### src/rtl/cnn_layer_accel_rowbuf_monitor.sv
// Row-buffer output monitor placed beside one AWE.
// Each observed window word is compared against a per-channel expected-value
// FIFO that is loaded over a valid/ready port. The monitor keeps per-channel
// observation counts, a total mismatch count, a record of the first mismatch,
// sticky underflow flags and a done flag. All counters saturate at all-ones.
module cnn_layer_accel_rowbuf_monitor #(
   parameter int C_NUM_CH     = 2,
   parameter int C_DATA_WIDTH = 64,
   parameter int C_ROW_WIDTH  = 10,
   parameter int C_COL_WIDTH  = 10,
   parameter int C_EXP_DEPTH  = 16,
   parameter int C_CNT_WIDTH  = 16,
   localparam int C_CH_W      = (C_NUM_CH > 1) ? $clog2(C_NUM_CH) : 1
) (
   input  logic                             clk_core,
   input  logic                             rst,
   input  logic                             enable,
   input  logic                             clear,
   input  logic [1:0]                       mode,
   input  logic [C_NUM_CH-1:0]              obs_valid,
   input  logic [C_NUM_CH*C_DATA_WIDTH-1:0] obs_data,
   input  logic [C_NUM_CH*C_ROW_WIDTH-1:0]  obs_row,
   input  logic [C_NUM_CH*C_COL_WIDTH-1:0]  obs_col,
   input  logic [C_NUM_CH-1:0]              obs_last,
   input  logic                             exp_valid,
   output logic                             exp_ready,
   input  logic [C_CH_W-1:0]                exp_chan,
   input  logic [C_DATA_WIDTH-1:0]          exp_data,
   input  logic [C_ROW_WIDTH-1:0]           exp_row,
   input  logic [C_COL_WIDTH-1:0]           exp_col,
   output logic [C_NUM_CH*C_CNT_WIDTH-1:0]  obs_cnt,
   output logic [C_CNT_WIDTH-1:0]           err_cnt,
   output logic                             first_err_valid,
   output logic [C_CH_W-1:0]                first_err_chan,
   output logic [C_ROW_WIDTH-1:0]           first_err_row,
   output logic [C_COL_WIDTH-1:0]           first_err_col,
   output logic [C_NUM_CH-1:0]              underflow,
   output logic                             done
);

   localparam int C_AW = $clog2(C_EXP_DEPTH);
   localparam logic [C_CNT_WIDTH-1:0] C_CNT_MAX = {C_CNT_WIDTH{1'b1}};

   typedef enum logic [1:0] {
      S_IDLE  = 2'd0,
      S_ARMED = 2'd1,
      S_DONE  = 2'd2
   } state_t;

   state_t state, state_next;

   // Pointers carry one extra wrap bit so full and empty are distinguishable.
   logic [C_AW:0]             wr_ptr    [C_NUM_CH];
   logic [C_AW:0]             rd_ptr    [C_NUM_CH];
   logic [C_DATA_WIDTH-1:0]   fifo_data [C_NUM_CH][C_EXP_DEPTH];
   logic [C_ROW_WIDTH-1:0]    fifo_row  [C_NUM_CH][C_EXP_DEPTH];
   logic [C_COL_WIDTH-1:0]    fifo_col  [C_NUM_CH][C_EXP_DEPTH];

   logic [C_NUM_CH-1:0]       fifo_full, fifo_empty, empty_after;
   logic [C_NUM_CH-1:0]       push, pop, obs_acc, mismatch, underflow_set;
   logic [C_NUM_CH-1:0]       last_seen, last_next;
   logic                      full_sel, armed, check_mode, cmp_pos;
   logic                      all_last, all_drained;
   logic [C_CNT_WIDTH-1:0]    err_cnt_next;
   logic                      fe_hit;
   logic [C_CH_W-1:0]         fe_chan;
   logic [C_ROW_WIDTH-1:0]    fe_row;
   logic [C_COL_WIDTH-1:0]    fe_col;

   assign done = (state == S_DONE);

   // FIFO status and the combinational ready for the selected channel.
   // NOTE: every signal written in always_comb gets a default first, so no latch is inferred.
   always_comb begin
      full_sel = 1'b1;
      for (int i = 0; i < C_NUM_CH; i++) begin
         fifo_empty[i] = (wr_ptr[i] == rd_ptr[i]);
         fifo_full[i]  = (wr_ptr[i][C_AW] != rd_ptr[i][C_AW]) &&
                         (wr_ptr[i][C_AW-1:0] == rd_ptr[i][C_AW-1:0]);
         if (exp_chan == C_CH_W'(i)) full_sel = fifo_full[i];
      end
      exp_ready = rst & (state != S_DONE) & ~full_sel;
   end

   // Per-channel push/pop, compare, underflow and completion terms.
   always_comb begin
      armed      = (state == S_ARMED);
      check_mode = (mode != 2'd2);
      cmp_pos    = (mode == 2'd1);
      for (int i = 0; i < C_NUM_CH; i++) begin
         obs_acc[i]       = armed & obs_valid[i];
         push[i]          = exp_valid & exp_ready & (exp_chan == C_CH_W'(i));
         pop[i]           = obs_acc[i] & check_mode & ~fifo_empty[i];
         underflow_set[i] = obs_acc[i] & check_mode & fifo_empty[i];
         mismatch[i]      = pop[i] &
            ((obs_data[i*C_DATA_WIDTH +: C_DATA_WIDTH] != fifo_data[i][rd_ptr[i][C_AW-1:0]]) |
             (cmp_pos &
              ((obs_row[i*C_ROW_WIDTH +: C_ROW_WIDTH] != fifo_row[i][rd_ptr[i][C_AW-1:0]]) |
               (obs_col[i*C_COL_WIDTH +: C_COL_WIDTH] != fifo_col[i][rd_ptr[i][C_AW-1:0]]))));
         empty_after[i]   = ((wr_ptr[i] + (C_AW+1)'(push[i])) == (rd_ptr[i] + (C_AW+1)'(pop[i])));
         last_next[i]     = last_seen[i] | (obs_acc[i] & obs_last[i]);
      end
      all_last    = &last_next;
      all_drained = ~check_mode | (&empty_after);
   end

   // Saturating error accumulation and lowest-index first-mismatch select.
   always_comb begin
      err_cnt_next = err_cnt;
      fe_hit       = 1'b0;
      fe_chan      = '0;
      fe_row       = '0;
      fe_col       = '0;
      for (int i = 0; i < C_NUM_CH; i++) begin
         if (mismatch[i] && err_cnt_next != C_CNT_MAX) err_cnt_next = err_cnt_next + C_CNT_WIDTH'(1);
      end
      for (int i = C_NUM_CH - 1; i >= 0; i--) begin
         if (mismatch[i]) begin
            fe_hit  = 1'b1;
            fe_chan = C_CH_W'(i);
            fe_row  = obs_row[i*C_ROW_WIDTH +: C_ROW_WIDTH];
            fe_col  = obs_col[i*C_COL_WIDTH +: C_COL_WIDTH];
         end
      end
   end

   // Next-state selection; DONE is left only through clear or reset.
   always_comb begin
      state_next = state;
      case (state)
         S_IDLE:  if (enable) state_next = S_ARMED;
         S_ARMED: begin
            if (!enable)                      state_next = S_IDLE;
            else if (all_last && all_drained) state_next = S_DONE;
         end
         S_DONE:  state_next = S_DONE;
         default: state_next = S_IDLE;
      endcase
   end

   // Expected-value storage writes.
   // NOTE: the storage arrays are not reset; the pointers alone decide which entries are live.
   always_ff @(posedge clk_core) begin
      for (int i = 0; i < C_NUM_CH; i++) begin
         if (push[i]) begin
            fifo_data[i][wr_ptr[i][C_AW-1:0]] <= exp_data;
            fifo_row[i][wr_ptr[i][C_AW-1:0]]  <= exp_row;
            fifo_col[i][wr_ptr[i][C_AW-1:0]]  <= exp_col;
         end
      end
   end

   // State, pointers, counters and sticky flags; reset and clear share one path.
   // NOTE: sequential state uses non-blocking assignments so every register sees pre-edge values.
   always_ff @(posedge clk_core) begin
      if (!rst || clear) begin
         state           <= S_IDLE;
         obs_cnt         <= '0;
         err_cnt         <= '0;
         first_err_valid <= 1'b0;
         first_err_chan  <= '0;
         first_err_row   <= '0;
         first_err_col   <= '0;
         underflow       <= '0;
         last_seen       <= '0;
         for (int i = 0; i < C_NUM_CH; i++) begin
            wr_ptr[i] <= '0;
            rd_ptr[i] <= '0;
         end
      end else begin
         state     <= state_next;
         err_cnt   <= err_cnt_next;
         underflow <= underflow | underflow_set;
         last_seen <= last_next;
         for (int i = 0; i < C_NUM_CH; i++) begin
            if (push[i]) wr_ptr[i] <= wr_ptr[i] + (C_AW+1)'(1);
            if (pop[i])  rd_ptr[i] <= rd_ptr[i] + (C_AW+1)'(1);
            if (obs_acc[i] && obs_cnt[i*C_CNT_WIDTH +: C_CNT_WIDTH] != C_CNT_MAX)
               obs_cnt[i*C_CNT_WIDTH +: C_CNT_WIDTH] <= obs_cnt[i*C_CNT_WIDTH +: C_CNT_WIDTH] + C_CNT_WIDTH'(1);
         end
         if (fe_hit && !first_err_valid) begin
            first_err_valid <= 1'b1;
            first_err_chan  <= fe_chan;
            first_err_row   <= fe_row;
            first_err_col   <= fe_col;
         end
      end
   end

endmodule

### config.mk
export PLATFORM = sky130hd
export DESIGN_NAME = cnn_layer_accel_rowbuf_monitor
export DESIGN_NICKNAME = d
export VERILOG_FILES = /design/src/rtl/cnn_layer_accel_rowbuf_monitor.sv
export SDC_FILE = /design/constraint.sdc
export NUM_CORES = 2
export LEC_CHECK = 0
export CAP_MARGIN = 10
export CELL_PAD_IN_SITES_DETAIL_PLACEMENT = 0
export CELL_PAD_IN_SITES_GLOBAL_PLACEMENT = 1
export CORE_ASPECT_RATIO = 1.5
export CORE_MARGIN = 5
export CORE_UTILIZATION = 50
export DETAILED_ROUTE_END_ITERATION = 16
export GPL_TIMING_DRIVEN = 0
export PLACE_DENSITY = 0.82
export SLEW_MARGIN = 20
export SYNTH_ARGS = -nofsm -noshare
export SYNTH_HDL_FRONTEND = slang
export SYNTH_SLANG_ARGS = --single-unit
### constraint.sdc
create_clock -name clk_core -period 11.69 [get_ports clk_core]
set_input_delay 2.9225 -clock clk_core [delete_from_list [all_inputs] [get_ports clk_core]]
set_output_delay 2.9225 -clock clk_core [all_outputs]
set_load 0.005 [all_outputs]
==> impl_metrics.csv <==
group,metric,value,unit
yosys,synth_area_leaders,"edfxtp_1 (74%), mux4_2 (13%), mux2i_1 (2.5%)",
place,io_buffers,337,
cts,cts_tree,"done",
floorplanning,core_area,0.218,mm2
yosys,ys_async_sr_fraction,0,%
setup_path,cp.required,8.77,ns
sta,period_share,78.1,%
finish,syn_to_final_growth,17.2,%
grt,antenna_found_initial,43,
cts,clkSinkCount,2784,
yosys,syn_nets,5520,
drt,vias_per_cell,6.57,
grt,grt_pass1_wl,474,mm
yosys,synth_top_cell_by_area,"edfxtp_1",
drt,antenna_left,0,
sta,worst_slew_pin_slew,1.26,ns
cts,htreeDepth,4,
drt,routed_wirelength,344,mm
yosys,yosys_warnings,0,
floorplanning,die_area,0.229,mm2
cts,clk_latency,0.90,ns
floorplanning,row_count,210,
setup_path,critPathLaunchType,"flop",
setup_path,critical_path.endpoint_type,"primary output",
cts,cts_resized,0,
yosys,yosys.area.top_type_share,74.1,%
yosys,yosys-mux-area-fraction,16.0,%
cts,numCtsBuffers,244,
setup_path,cp_max_fo,10,
yosys,synth-xor-area-share,2.11,%
power_and_ir_drop,power.density,159,mW/mm2
run_status,status,"complete, no violations",
place,gp_congestion,0.870,
sta,period_needed,9.13,ns
sta,rsz0062_at_grt,"no",
setup_path,slowest_delay,0.95,ns
min_path,hold_class,"reg2reg",
drt,vias,59988,
sta,finClkSkew,0.0709,ns
setup_path,path_class,"reg2out",
sta,drv_slew,0,
cts,post_cts_buffers,0,
finish,nets,6358,
yosys,synth_fa_ha_area_share,0.239,%
finish,regArea,0.0828,mm2
yosys,synth_compound_area_share,2.26,%
floorplanning,initial_core_util,50.3,%
finish,drive_gt1_share,25.6,%
yosys,synth_cell_types,75,
cts,cts_hold_buf,0,
setup_path,cp_slowest_cell,"nor4_1",
power_and_ir_drop,max-vdd-ir-drop,0.000131,V
sta,setup_viol,0,
floorplanning,die_h,584,um
yosys,syn_area_per_cell,21.0,um2
place,dp_hpwl,237,mm
grt,grt_usage,29.8,%
yosys,ys_seq_area_share,75.4,%
setup_path,crit_chain,"clkbuf_1 > clkbuf_1 > clkbuf_1 > buf_2 > buf_2 > buf_2 > xor2_1 > nor4_1 > a32o_1 > nor3b_1 > clkdlybuf4s50_1",
yosys,ys_seq_elements,2784,
power_and_ir_drop,power,20.4,mW
sta,fin_setup_tns,0,ns
yosys,synth_flop_cell,"edfxtp_1",
yosys,yosys.area_share.simple,2.53,%
yosys,syn_inst,5235,
cts,cts_buffer_depth,4,
drt,first_pass_iters,8,
sta,slew_headroom,16.1,%
finish,multiInputGateArea,0.0257,mm2
grt,grt_pass1_vias,60248,
run,maxCapViolations,0,
grt,overflow,0,
power_and_ir_drop,leakagePower,40.1,nW
drt,first_iter_violations,8892,
cts,cts_root_buffer,"clkbuf_16",
yosys,synth_edf_count,2708,
sta,finalHoldViolCount,0,
setup_path,arrival,6.20,ns
yosys,synth_top_family_by_area,"multiplexers",
yosys,synth_area,0.110,mm2
drt,drc_errors,0,
floorplanning,fp.dieW,393,um
sta,max_freq,110,MHz
cts,clk_pin_slew,0.06,ns
floorplanning,ios,338,
drt,routedWlPerCell,37.7,um
grt,grt_max_degree,33,
finish,n_fill_cell,15041,
stage by stage:
stage | std cells | setup slack, ns | cell area, um2 | hold WS [ns] | utilization, %
2_1_floorplan | 5235 | 1.27 | 110000 | 0.419 | -
3_3_place_gp | 8434 | -7.78 | 117000 | 0.427 | 53.5
3_5_place_dp | 8689 | 3.21 | 121000 | 0.444 | 55.5
4_1_cts | 9118 | 2.70 | 129000 | 0.453 | 59.0
5_1_grt | 9121 | 2.55 | 129000 | 0.477 | 58.9
6_report | 9136 | 2.56 | 129000 | 0.451 | 58.9
synth_stat cells, types with 9 or more instances:
cell and instances:
mux2_2 95, o31ai_1 10, xor2_1 121, a221oi_1 30, a22o_1 9, clkbuf_1 97
nor3b_1 13, buf_2 64, nor2_1 161, inv_1 30, nand2_1 86, o21ai_0 24
and3_1 14, edfxtp_1 2708, buf_1 25, mux2i_1 270, nand4_1 38, nor3_1 50
buf_6 29, a31oi_1 9, dfxtp_1 76, mux4_2 614, nor4_1 27, nor2b_1 28
nand3_1 55, a22oi_1 65, nor4b_1 11, a211oi_1 32, xnor2_1 144, o22ai_1 55
nand2b_1 26, ha_1 21, buf_4 37, a21oi_1 72
area by class of cell:
class	instances	area share, %
sequential	2784	64.4
multi-input combinational	2166	20.0
timing repair buffer	592	5.60
clock buffer	291	4.89
tap	2862	2.78
clock inverter	138	1.13
buffer	253	1.12
inverter	32	0.0933
antenna	18	0.0350
power breakdown:
group | leakage [nW] | switching, mW | internal, mW
Clock | 3.76 | 3.60 | 4.45
Combinational | 11.3 | 0.865 | 0.499
Sequential | 25.0 | 0.0165 | 11.0
Total | 40.1 | 4.48 | 15.9
final timing paths:
| kind | from | endpoint | slack [ns] | depth (start not counted) |
|---|---|---|---|---|
| worst min-delay path | first_err_col[0]$_SDFFE_PN0P_ | first_err_col[0]$_SDFFE_PN0P_ | 0.45 | 2 |
| worst min register to register | first_err_col[0]$_SDFFE_PN0P_ | first_err_col[0]$_SDFFE_PN0P_ | 0.45 | 2 |
| worst max register to register | rd_ptr[0][6]$_SDFFCE_PN0P_ | state[1]$_SDFFE_PN0P_ | 3.41 | 21 |
| worst max-delay path | rd_ptr[0][6]$_SDFFCE_PN0P_ | exp_ready | 2.56 | 11 |
cells in the final DEF (no fill, tap or decap), types with 28 or more instances in the layout:
| cell | n |
|---|---|
| a211oi_1 | 32 |
| a21oi_1 | 72 |
| a221oi_1 | 30 |
| a22oi_1 | 65 |
| buf_12 | 69 |
| buf_16 | 67 |
| buf_2 | 154 |
| buf_4 | 125 |
| buf_6 | 60 |
| bufinv_16 | 28 |
| clkbuf_1 | 128 |
| clkbuf_16 | 244 |
| clkdlybuf4s50_1 | 257 |
| clkinv_1 | 46 |
| clkinv_2 | 37 |
| dfxtp_1 | 76 |
| edfxtp_1 | 2708 |
| inv_1 | 30 |
| mux2_2 | 95 |
| mux2i_1 | 270 |
| mux4_2 | 614 |
| nand2_1 | 86 |
| nand3_1 | 55 |
| nand4_1 | 38 |
| nor2_1 | 137 |
| nor2b_1 | 28 |
| nor3_1 | 41 |
| o22ai_1 | 55 |
| xnor2_1 | 144 |
| xor2_1 | 121 |
critical path: cells and delay by family, from the launching register on:
| family | cells | cell delay, ns |
|---|---|---|
| DFF | 1 | 0.42 |
| and+or+nand+nor | 2 | 1.05 |
| AOI/OAI and AO/OA | 1 | 0.37 |
| xor gates and xnor gates | 1 | 0.12 |
| buffers and inverters | 7 | 3.32 |
sequential cells by signal (all words and copies together) (netlist names):
register	cells
fifo_data	2048
fifo_col	320
fifo_row	320
obs_cnt	32
err_cnt	16
first_err_col	10
first_err_row	10
rd_ptr	10
wr_ptr	10
last_seen	2
state	2
underflow	2
first_err_chan	1
first_err_valid	1
logic make-up (layout without fill, tap and decap cells):
kind of cell	Yosys count	in the layout
AND/OR/NAND/NOR	546	546
AO/OA/AOI/OAI	355	355
other	0	18
XOR/XNOR	265	265
multiplexers	979	979
buffers and inverters	285	1306
adder cells (fa/ha/maj)	21	21
flip-flops	2784	2784
layer usage:
layer,track usage [%],wire [um],up-vias
met3,6.47,39900,1002
met5,0,175,-
met1,36.6,111000,31014
met4,17.4,25600,26
met2,49.3,168000,4536
li1,-,-,23410
(Power assumes the default switching activity.)
